File: src/rtl/mem_arbiter.sv
// mem_arbiter: single-port memory arbiter between the instruction fetch unit
// (read-only) and the data cache (read/write). One transaction is in flight
// at a time. Data has priority, a starvation counter forces fetch through after
// STARVE_LIMIT data grants, and a pipeline flush cancels fetch traffic.
//
// Ports:
//   clk, n_rst                      clock, async active-low reset
//   i_req/i_addr -> i_grant         fetch request, combinational accept pulse
//   i_rvalid/i_rdata                registered fetch read return
//   d_req/d_we/d_addr/d_wdata       data request, d_grant combinational accept
//   d_rvalid/d_rdata                registered data completion / read return
//   flush                           hazard-unit flush (level)
//   mem_req/mem_we/mem_addr/mem_wdata  registered memory request, held to ack
//   mem_ack/mem_rdata               memory completion and read data
//   busy                            transaction in flight
module mem_arbiter #(
  parameter int unsigned ADDR_W       = 16,
  parameter int unsigned DATA_W       = 16,
  parameter int unsigned STARVE_LIMIT = 4
) (
  input  logic              clk,
  input  logic              n_rst,
  input  logic              i_req,
  input  logic [ADDR_W-1:0] i_addr,
  output logic              i_grant,
  output logic              i_rvalid,
  output logic [DATA_W-1:0] i_rdata,
  input  logic              d_req,
  input  logic              d_we,
  input  logic [ADDR_W-1:0] d_addr,
  input  logic [DATA_W-1:0] d_wdata,
  output logic              d_grant,
  output logic              d_rvalid,
  output logic [DATA_W-1:0] d_rdata,
  input  logic              flush,
  output logic              mem_req,
  output logic              mem_we,
  output logic [ADDR_W-1:0] mem_addr,
  output logic [DATA_W-1:0] mem_wdata,
  input  logic              mem_ack,
  input  logic [DATA_W-1:0] mem_rdata,
  output logic              busy
);

  localparam int unsigned CNT_W = 4;
  localparam logic [CNT_W-1:0] LIMIT = CNT_W'(STARVE_LIMIT);

  typedef enum logic [1:0] {
    IDLE   = 2'd0,
    BUSY_I = 2'd1,
    BUSY_D = 2'd2
  } state_e;

  state_e           state_q;
  logic [CNT_W-1:0] starve_q;
  logic [CNT_W-1:0] starve_d;
  logic             drop_q;
  logic             idle;
  logic             i_elig;
  logic             pick_i;
  logic             pick_d;

  // Arbitration: data wins unless fetch has been starved up to the limit.
  // Grants are gated by n_rst so they are low while reset is held.
  always_comb begin
    idle    = (state_q == IDLE);
    i_elig  = i_req & ~flush;
    pick_i  = i_elig & (~d_req | (starve_q == LIMIT));
    pick_d  = d_req & ~pick_i;
    i_grant = n_rst & idle & pick_i;
    d_grant = n_rst & idle & pick_d;
  end

  // Starvation counter: any cycle without a fetch request, or a fetch grant,
  // restarts the count; data grants taken over a waiting fetch advance it.
  always_comb begin
    starve_d = starve_q;
    if (!i_req || i_grant) begin
      starve_d = '0;
    end else if (d_grant && i_elig && (starve_q < LIMIT)) begin
      starve_d = starve_q + CNT_W'(1);
    end
  end

  // State, memory request registers and registered returns.
  always_ff @(posedge clk or negedge n_rst) begin
    if (!n_rst) begin
      state_q   <= IDLE;
      starve_q  <= '0;
      drop_q    <= 1'b0;
      mem_req   <= 1'b0;
      mem_we    <= 1'b0;
      mem_addr  <= '0;
      mem_wdata <= '0;
      i_rvalid  <= 1'b0;
      i_rdata   <= '0;
      d_rvalid  <= 1'b0;
      d_rdata   <= '0;
      busy      <= 1'b0;
    end else begin
      i_rvalid <= 1'b0;
      d_rvalid <= 1'b0;
      starve_q <= starve_d;
      case (state_q)
        IDLE: begin
          drop_q <= 1'b0;
          if (i_grant || d_grant) begin
            mem_req   <= 1'b1;
            busy      <= 1'b1;
            mem_we    <= d_grant & d_we;
            mem_addr  <= d_grant ? d_addr : i_addr;
            mem_wdata <= d_grant ? d_wdata : '0;
            state_q   <= d_grant ? BUSY_D : BUSY_I;
          end
        end
        BUSY_I: begin
          if (mem_ack) begin
            mem_req <= 1'b0;
            busy    <= 1'b0;
            drop_q  <= 1'b0;
            state_q <= IDLE;
            // A flush seen during the fetch, or on its ack, discards the data.
            if (!(drop_q || flush)) begin
              i_rvalid <= 1'b1;
              i_rdata  <= mem_rdata;
            end
          end else if (flush) begin
            drop_q <= 1'b1;
          end
        end
        BUSY_D: begin
          if (mem_ack) begin
            mem_req  <= 1'b0;
            busy     <= 1'b0;
            state_q  <= IDLE;
            d_rvalid <= 1'b1;
            if (!mem_we) begin
              d_rdata <= mem_rdata;
            end
          end
        end
        default: begin
          state_q <= IDLE;
        end
      endcase
    end
  end

endmodule

File: config.mk
export PLATFORM = sky130hd
export DESIGN_NAME = mem_arbiter
export DESIGN_NICKNAME = d
export VERILOG_FILES = /design/src/rtl/mem_arbiter.sv
export SDC_FILE = /design/constraint.sdc
export NUM_CORES = 1
export LEC_CHECK = 0
export BUFFER_PORTS_ARGS = -buffer_cell sky130_fd_sc_hd__buf_2
export CAP_MARGIN = 20
export CORE_UTILIZATION = 35
export CTS_CLUSTER_DIAMETER = 200
export CTS_CLUSTER_SIZE = 10
export DETAILED_ROUTE_END_ITERATION = 10
export SLEW_MARGIN = 15
export SYNTH_ARGS = -nofsm -noshare
export SYNTH_HDL_FRONTEND = slang
export SYNTH_SLANG_ARGS = --single-unit
File: constraint.sdc
create_clock -name clk -period 2.1 [get_ports clk]
set_input_delay 0.315 -clock clk [delete_from_list [all_inputs] [get_ports clk]]
set_output_delay 0.315 -clock clk [all_outputs]
set_load 0.005 [all_outputs]
==> results of run 1 <==
==> synth_stat cells (2+ instances only) <==
| library cell | n | area share |
|---|---|---|
| dfrtp_1 | 75 | 0.58 |
| mux2_2 | 33 | 0.12 |
| inv_1 | 26 | 0.030 |
| a211oi_1 | 21 | 0.049 |
| a221o_1 | 17 | 0.053 |
| a22o_1 | 17 | 0.046 |
| buf_2 | 9 | 0.014 |
| clkbuf_1 | 6 | 0.0070 |
| ha_1 | 6 | 0.023 |
| nor2b_1 | 4 | 0.0078 |
| buf_6 | 3 | 0.011 |
| and2_1 | 2 | 0.0039 |
| nand2_1 | 2 | 0.0023 |
| nand2b_1 | 2 | 0.0039 |
| nand4_1 | 2 | 0.0039 |
| o31ai_1 | 2 | 0.0047 |
==> layer usage <==
layer,up-vias,track usage,share of wire
li1,1189,-,-
met1,1193,0.230,0.48
met2,121,0.254,0.43
met3,5,0.0372,0.080
met4,0,0.0559,0.0078
met5,-,0,0
==> final timing paths <==
path / startpoint / to / slack, ns / depth (start not counted)
min in group asynchronous: n_rst / starve_q[3] / 0.37 / 2
max: state_q[0] / i_grant / 0.10 / 6
max in group asynchronous: n_rst / mem_addr[4] / 0.64 / 3
min reg2reg: mem_wdata[11] / mem_wdata[11] / 0.50 / 1
max reg2reg: starve_q[0] / starve_q[1] / 0.35 / 6
min: d_wdata[15] / mem_wdata[15] / 0.20 / 2
==> state kept, by name (all words and copies together), names as in the netlist, 2 cells and up <==
register and count:
mem_wdata 16, starve_q 4, state_q 2, i_rdata 16
d_rdata 16, mem_addr 16
==> kinds of logic (layout without fill, tap and decap cells) <==
logic type | count (synthesis) | count (layout)
DFF | 75 | 75
buffers and inverters | 45 | 194
and+or+nand+nor | 20 | 20
adders and majority gates | 6 | 6
muxes | 33 | 33
AOI/OAI and AO/OA | 65 | 65
==> per-stage QoR <==
stage	setup slack (ns)	total power, mW	util
global placement	0.323	4.30	0.457
finish	0.104	5.45	0.483
floorplan	0.426	3.42	-
CTS	0.0125	5.48	0.481
detailed placement	0.275	4.34	0.457
global route	0.0184	5.84	0.483
==> what timing repair did <==
action,4_1_cts,5_1_grt
hold buffers,1,0
setup endpoints to repair,1,2
cloned,0,0
hold endpoints to repair,4,0
resized for setup,1,2
==> layout make-up <==
| class | instances | area [sq um] |
|---|---|---|
| timing repair buffer | 152 | 793 |
| clock buffer | 10 | 138 |
| sequential | 75 | 1880 |
| multi-input combinational | 124 | 1150 |
| clock inverter | 6 | 63.8 |
| inverter | 26 | 97.6 |
| tap | 108 | 135 |
| fill | 823 | 4550 |
==> power groups by stage <==
| stage | logic (mW) | clock network [mW] | registers [mW] |
|---|---|---|---|
| 6_report | 1.92 | 1.12 | 2.42 |
| 5_1_grt | 2.11 | 1.22 | 2.51 |
| 4_1_cts | 1.90 | 1.15 | 2.42 |
| 3_5_place_dp | 1.91 | 0 | 2.43 |
| 3_3_place_gp | 1.87 | 0 | 2.43 |
| 2_1_floorplan | 0.937 | 0 | 2.48 |
==> impl_metrics.py, run 1 <==
metrics = {
    "drt": {
        "routed_wl_um": 7670,
        "drt_iter0_markers": 97,
        "drc": 13,
        "avgRoutedWirePerCell_um": 15.3,
        "drt-pass1-iter-count": 9,
        "vias": 2508,
        "viasPerCell": 5.01,
        "ant_nets": 0,
    },
    "cts": {
        "cts_sinks": 75,
        "post-cts-setup-buffers": 0,
        "cts_tree": "yes",
        "path_clk_slew_ns": 0.08,
        "cts_made_buffers": 9,
        "clk_latency_ns": 0.34,
        "cts_max_level": 3,
        "clockBufferDepth": 2,
        "clock-root-buffer": "clkbuf_8",
    },
    "synthesis": {
        "syn_inst": 244,
        "yosys_most_used_dff": "dfrtp_1",
        "syn_area_per_cell_sq_um": 13.2,
        "synth_nets": 321,
        "async_flop_share": 1.00,
        "post_synth_num_cell_types": 33,
        "synth_top_family_by_area": "compound AO/OA/AOI/OAI gates",
        "synth_mux_area_frac": 0.116,
        "synth-adder-area-share": 0.0233,
        "ys_warn_count": 0,
        "yosys.area_share.simple": 0.0412,
        "ys_seq_area_frac": 0.583,
        "synth_edf_count": 0,
        "ys_ff_latch": 75,
        "synthesis.area_sq_mm": 0.00322,
        "synthXorXnorAreaFrac": 0,
        "synth-compound-area-share": 0.172,
    },
    "run_status": {
        "violations": "DRC",
        "outcome": "finished, violations left",
    },
    "cells_and_area": {
        "final_nets": 465,
        "syn2layout_area_growth_pct": 32.2,
        "drive_gt1_frac": 0.517,
        "fin_cells": 501,
        "final_common_cell": "buf_2",
        "post-route-cell-area_sq_mm": 0.00425,
        "antenna_cells": 0,
        "final_cell_mix": "140 x buf_2, 75 x dfrtp_1, 33 x mux2_2, 26 x inv_1, 21 x a211oi_1",
    },
    "global_route": {
        "grt_first_pass_wirelength_um": 12600,
        "antenna_found_initial": 0,
        "track_usage": 0.165,
        "first_global_vias": 2539,
        "globalRoute.totalOverflow": 0,
        "grt_max_degree": 72,
    },
    "die": {
        "die_w_um": 97.9,
        "pin_count": 142,
        "core.rowCount": 34,
        "die-height_um": 97.9,
        "die-area_sq_mm": 0.00958,
        "core-area_sq_mm": 0.00881,
        "initial_utilization": 0.365,
    },
    "worst_setup_path": {
        "crit_chain": "inv_1 > ha_4 > nand4b_1 > buf_4 > a21oi_1 > buf_2",
        "crit_buf_inv": 3,
        "critPathSlowestCell": "dfrtp_1",
        "worstSetupPathType": "reg2out",
        "crit_fanout": 20,
        "cp_slowest_stage_delay_ns": 0.43,
        "endpoint_kind": "primary output",
        "required_ns": 1.78,
        "cp.arrival_ns": 1.68,
        "start_kind": "flop",
        "cp_top_family": "buffers and inverters",
    },
    "power_and_ir_drop": {
        "combPwrFrac": 0.351,
        "p_int_mw": 3.78,
        "leakage_nw": 2.20,
        "p_sw_frac": 0.307,
        "powerDensity_mw_per_mm2": 1280,
        "power_frac_clock": 0.205,
        "ir_drop_uv": 418,
        "seqPwrFrac": 0.443,
        "p_switching_mw": 1.68,
    },
    "timing": {
        "worst_slew_pin_slew_ns": 0.888,
        "finalSetupTns_ns": 0,
        "setup_viol": 0,
        "slew_viol_final": 0,
        "period_share": 0.951,
        "hold_viol": 0,
        "skew_ns": 0.00891,
        "max_freq_ghz": 0.501,
        "grt_setup_unrepaired": "false",
        "fin_crit_ns": 2.00,
        "slew_headroom": 0.408,
        "hold_slack_ns": 0.195,
    },
    "placed_design": {
        "placed_cells": 484,
        "hpwl_um": 5450,
        "place_area_sq_mm": 0.00403,
        "globalplace.congestion": 0.784,
        "portBuffers": 141,
    },
    "run": {
        "drv_cap": 0,
    },
    "min_path": {
        "hold_path_class": "in2reg",
    },
}
Power figures use the tool's default switching activity.
==> inputs of run 2 (changes only) <==
--- a/config.mk
+++ b/config.mk
@@ -5,13 +5,13 @@
 export SDC_FILE = /design/constraint.sdc
 export NUM_CORES = 1
 export LEC_CHECK = 0
+export ABC_AREA = 1
 export BUFFER_PORTS_ARGS = -buffer_cell sky130_fd_sc_hd__buf_2
 export CAP_MARGIN = 20
 export CORE_UTILIZATION = 35
 export CTS_CLUSTER_DIAMETER = 200
 export CTS_CLUSTER_SIZE = 10
 export DETAILED_ROUTE_END_ITERATION = 10
-export SLEW_MARGIN = 15
 export SYNTH_ARGS = -nofsm -noshare
 export SYNTH_HDL_FRONTEND = slang
 export SYNTH_SLANG_ARGS = --single-unit
==> impl_metrics.py, run 2 <==
metrics = {
    "cts": {
        "cts_made_buffers": 9,
        "cts_tree": "yes",
        "path_clk_slew_ns": 0.08,
        "clock-root-buffer": "clkbuf_8",
        "cts_max_level": 3,
        "clk_latency_ns": 0.33,
        "cts_sinks": 75,
        "cts_hold_buffers": 0,
        "clockBufferDepth": 2,
    },
    "die": {
        "die-height_um": 97.5,
        "core-area_sq_mm": 0.00876,
        "core.rowCount": 34,
        "pin_count": 142,
        "die_w_um": 97.5,
        "initial_utilization": 0.365,
        "die-area_sq_mm": 0.00951,
    },
    "worst_setup_path": {
        "r2r_start": "state_q[0]",
        "r2r_cells": 9,
        "start_kind": "flop",
        "startpoint": "state_q[0]",
        "reg2reg_slack_ns": 0.42,
        "crit_fanout": 17,
        "regToRegEndpoint": "starve_q[0]",
        "crit_path_end": "d_grant",
        "endpoint_kind": "primary output",
        "worstSetupPathType": "reg2out",
        "required_ns": 1.78,
        "cp.arrival_ns": 1.65,
    },
    "power_and_ir_drop": {
        "seqPwrFrac": 0.431,
        "ir_drop_uv": 466,
        "leakage_nw": 2.40,
        "combPwrFrac": 0.354,
        "p_switching_mw": 1.93,
        "p_int_mw": 3.72,
        "p_sw_frac": 0.342,
        "powerDensity_mw_per_mm2": 1330,
        "power.total_mw": 5.65,
        "power_frac_clock": 0.215,
    },
    "drt": {
        "avgRoutedWirePerCell_um": 13.2,
        "viasPerCell": 4.65,
        "routed_wl_um": 8000,
        "vias": 2824,
        "ant_nets": 0,
        "drt-pass1-iter-count": 4,
        "drt_iter0_markers": 117,
        "drc": 0,
    },
    "synthesis": {
        "synthesis.area_sq_mm": 0.00319,
        "synth-compound-area-share": 0.0705,
        "post-synth-top-count-cell": "nand2_1",
        "post_synth_num_cell_types": 26,
        "synth_mux_area_frac": 0,
        "yosys_most_used_dff": "dfrtp_1",
        "synth.top_cells.by_count": "128 x nand2_1, 75 x dfrtp_1, 34 x o21ai_0",
        "synth_edf_count": 0,
        "synth_nets": 425,
        "async_flop_share": 1.00,
        "syn_inst": 348,
        "netlist.top_cell.by_area": "dfrtp_1",
        "ys_warn_count": 0,
        "synth-adder-area-share": 0.0235,
        "syn_area_per_cell_sq_um": 9.18,
        "synth_top_family_by_area": "simple AND/OR/NAND/NOR gates",
        "netlist_top_cells_area": "dfrtp_1 59%, nand2_1 15%, o21ai_0 5.3%, nand3_1 5.0%, inv_1 3.6%",
        "yosys.area_share.simple": 0.242,
        "synthXorXnorAreaFrac": 0.00274,
        "ys_ff_latch": 75,
        "synth_top_area_frac": 0.588,
        "ys_seq_area_frac": 0.588,
    },
    "cells_and_area": {
        "fill_cells": 864,
        "final_cell_mix": "140 x buf_2, 127 x nand2_1, 75 x dfrtp_1, 34 x o21ai_0, 32 x nand3_1",
        "final_nets": 571,
        "antenna_cells": 0,
        "final_common_cell": "buf_2",
        "post-route-cell-area_sq_mm": 0.00426,
        "syn2layout_area_growth_pct": 33.3,
        "drive_gt1_frac": 0.363,
    },
    "global_route": {
        "grt_max_degree": 76,
        "antenna_found_initial": 0,
        "grt_first_pass_wirelength_um": 13400,
        "globalRoute.totalOverflow": 0,
        "first_global_vias": 2817,
        "track_usage": 0.178,
    },
    "timing": {
        "finalSetupTns_ns": 0,
        "period_share": 0.938,
        "slew_headroom": 0.380,
        "grt_setup_unrepaired": "false",
        "hold_viol": 0,
        "setup_viol": 0,
        "max_freq_ghz": 0.508,
        "fin_crit_ns": 1.97,
        "slew_viol_final": 0,
        "worst_slew_pin_slew_ns": 0.930,
        "skew_ns": 0.0111,
    },
    "min_path": {
        "hold_path_class": "in2reg",
        "hold_path_depth": 3,
    },
    "placed_design": {
        "hpwl_um": 5430,
        "globalplace.congestion": 0.807,
        "portBuffers": 141,
        "place_area_sq_mm": 0.00396,
    },
    "run": {
        "drv_cap": 0,
    },
    "run_status": {
        "outcome": "completed",
    },
}
-- run 2: area by class of cell --
| class | count | area (sq um) | share of cell area |
|---|---|---|---|
| Tap cell | 108 | 135 | 0.0317 |
| Timing Repair inverter | 1 | 8.76 | 0.00206 |
| Clock inverter | 4 | 73.8 | 0.0173 |
| Multi-Input combinational cell | 226 | 1120 | 0.264 |
| Clock buffer | 12 | 145 | 0.0341 |
| Timing Repair Buffer | 148 | 761 | 0.179 |
| Inverter | 33 | 136 | 0.0320 |
| Sequential cell | 75 | 1880 | 0.441 |
-- run 2: logic make-up (layout without fill, tap and decap cells) --
kind of cell / count (synthesis) / count (layout)
flops: 75 / 75
xor+xnor: 1 / 1
compound gates: 40 / 40
simple gates: 178 / 179
fa+ha+maj: 6 / 6
buf+inv: 48 / 198
-- run 2: repair_timing --
item / in CTS / in global routing
gates resized for setup: 4 / 4
pin swaps: 2 / 2
endpoints found under the hold margin: 0 / 0
setup endpoints to repair: 1 / 1
setup buffers: 2 / 1
cloned: 2 / 0
-- run 2: worst min-delay path by stage --
stage / start / end / slack, ns
after detailed placement: drop_q / i_rvalid / 0.45
final: d_wdata[6] / mem_wdata[6] / 0.17
after global placement: drop_q / i_rvalid / 0.45
after floorplan: n_rst / busy / 0.02
after global routing: d_wdata[9] / mem_wdata[9] / 0.15
after CTS: d_wdata[6] / mem_wdata[6] / 0.15
-- run 2: stage by stage --
| step | cells | worst slack [ns] | util | hold WS (ns) |
|---|---|---|---|---|
| 4_1_cts | 606 | 0.00512 | 0.483 | 0.152 |
| 3_5_place_dp | 586 | 0.196 | 0.452 | 0.451 |
| 5_1_grt | 607 | 0.00300 | 0.486 | 0.153 |
| 2_1_floorplan | 348 | 0.532 | - | 0.0194 |
| 3_3_place_gp | 586 | 0.250 | 0.452 | 0.447 |
| 6_report | 607 | 0.130 | 0.486 | 0.174 |
-- run 2: power by group through the flow --
| stage | Clock, mW | Sequential (mW) | Combinational (mW) |
|---|---|---|---|
| after floorplan | 0 | 2.49 | 0.976 |
| after global placement | 0 | 2.45 | 1.89 |
| after detailed placement | 0 | 2.45 | 1.95 |
| after CTS | 1.26 | 2.44 | 2.00 |
| after global routing | 1.32 | 2.52 | 2.29 |
| final | 1.22 | 2.44 | 2.00 |
-- run 2: critical path: stages, from the launching register on --
cell and delay [ns]:
dfrtp_1 0.42, inv_2 0.10, ha_4 0.16, nand2_2 0.10, nor2_4 0.17, nand2_8 0.13
inv_12 0.12, buf_2 0.12
-- run 2: layer usage --
layer / track usage / wire (um) / vias to the layer above / part of all wire
li1: - / - / 1388 / -
met1: 0.217 / 3540 / 1301 / 0.44
met2: 0.290 / 3650 / 130 / 0.46
met3: 0.0604 / 736 / 5 / 0.092
met4: 0.0656 / 71 / 0 / 0.0089
met5: 0 / 0 / - / 0
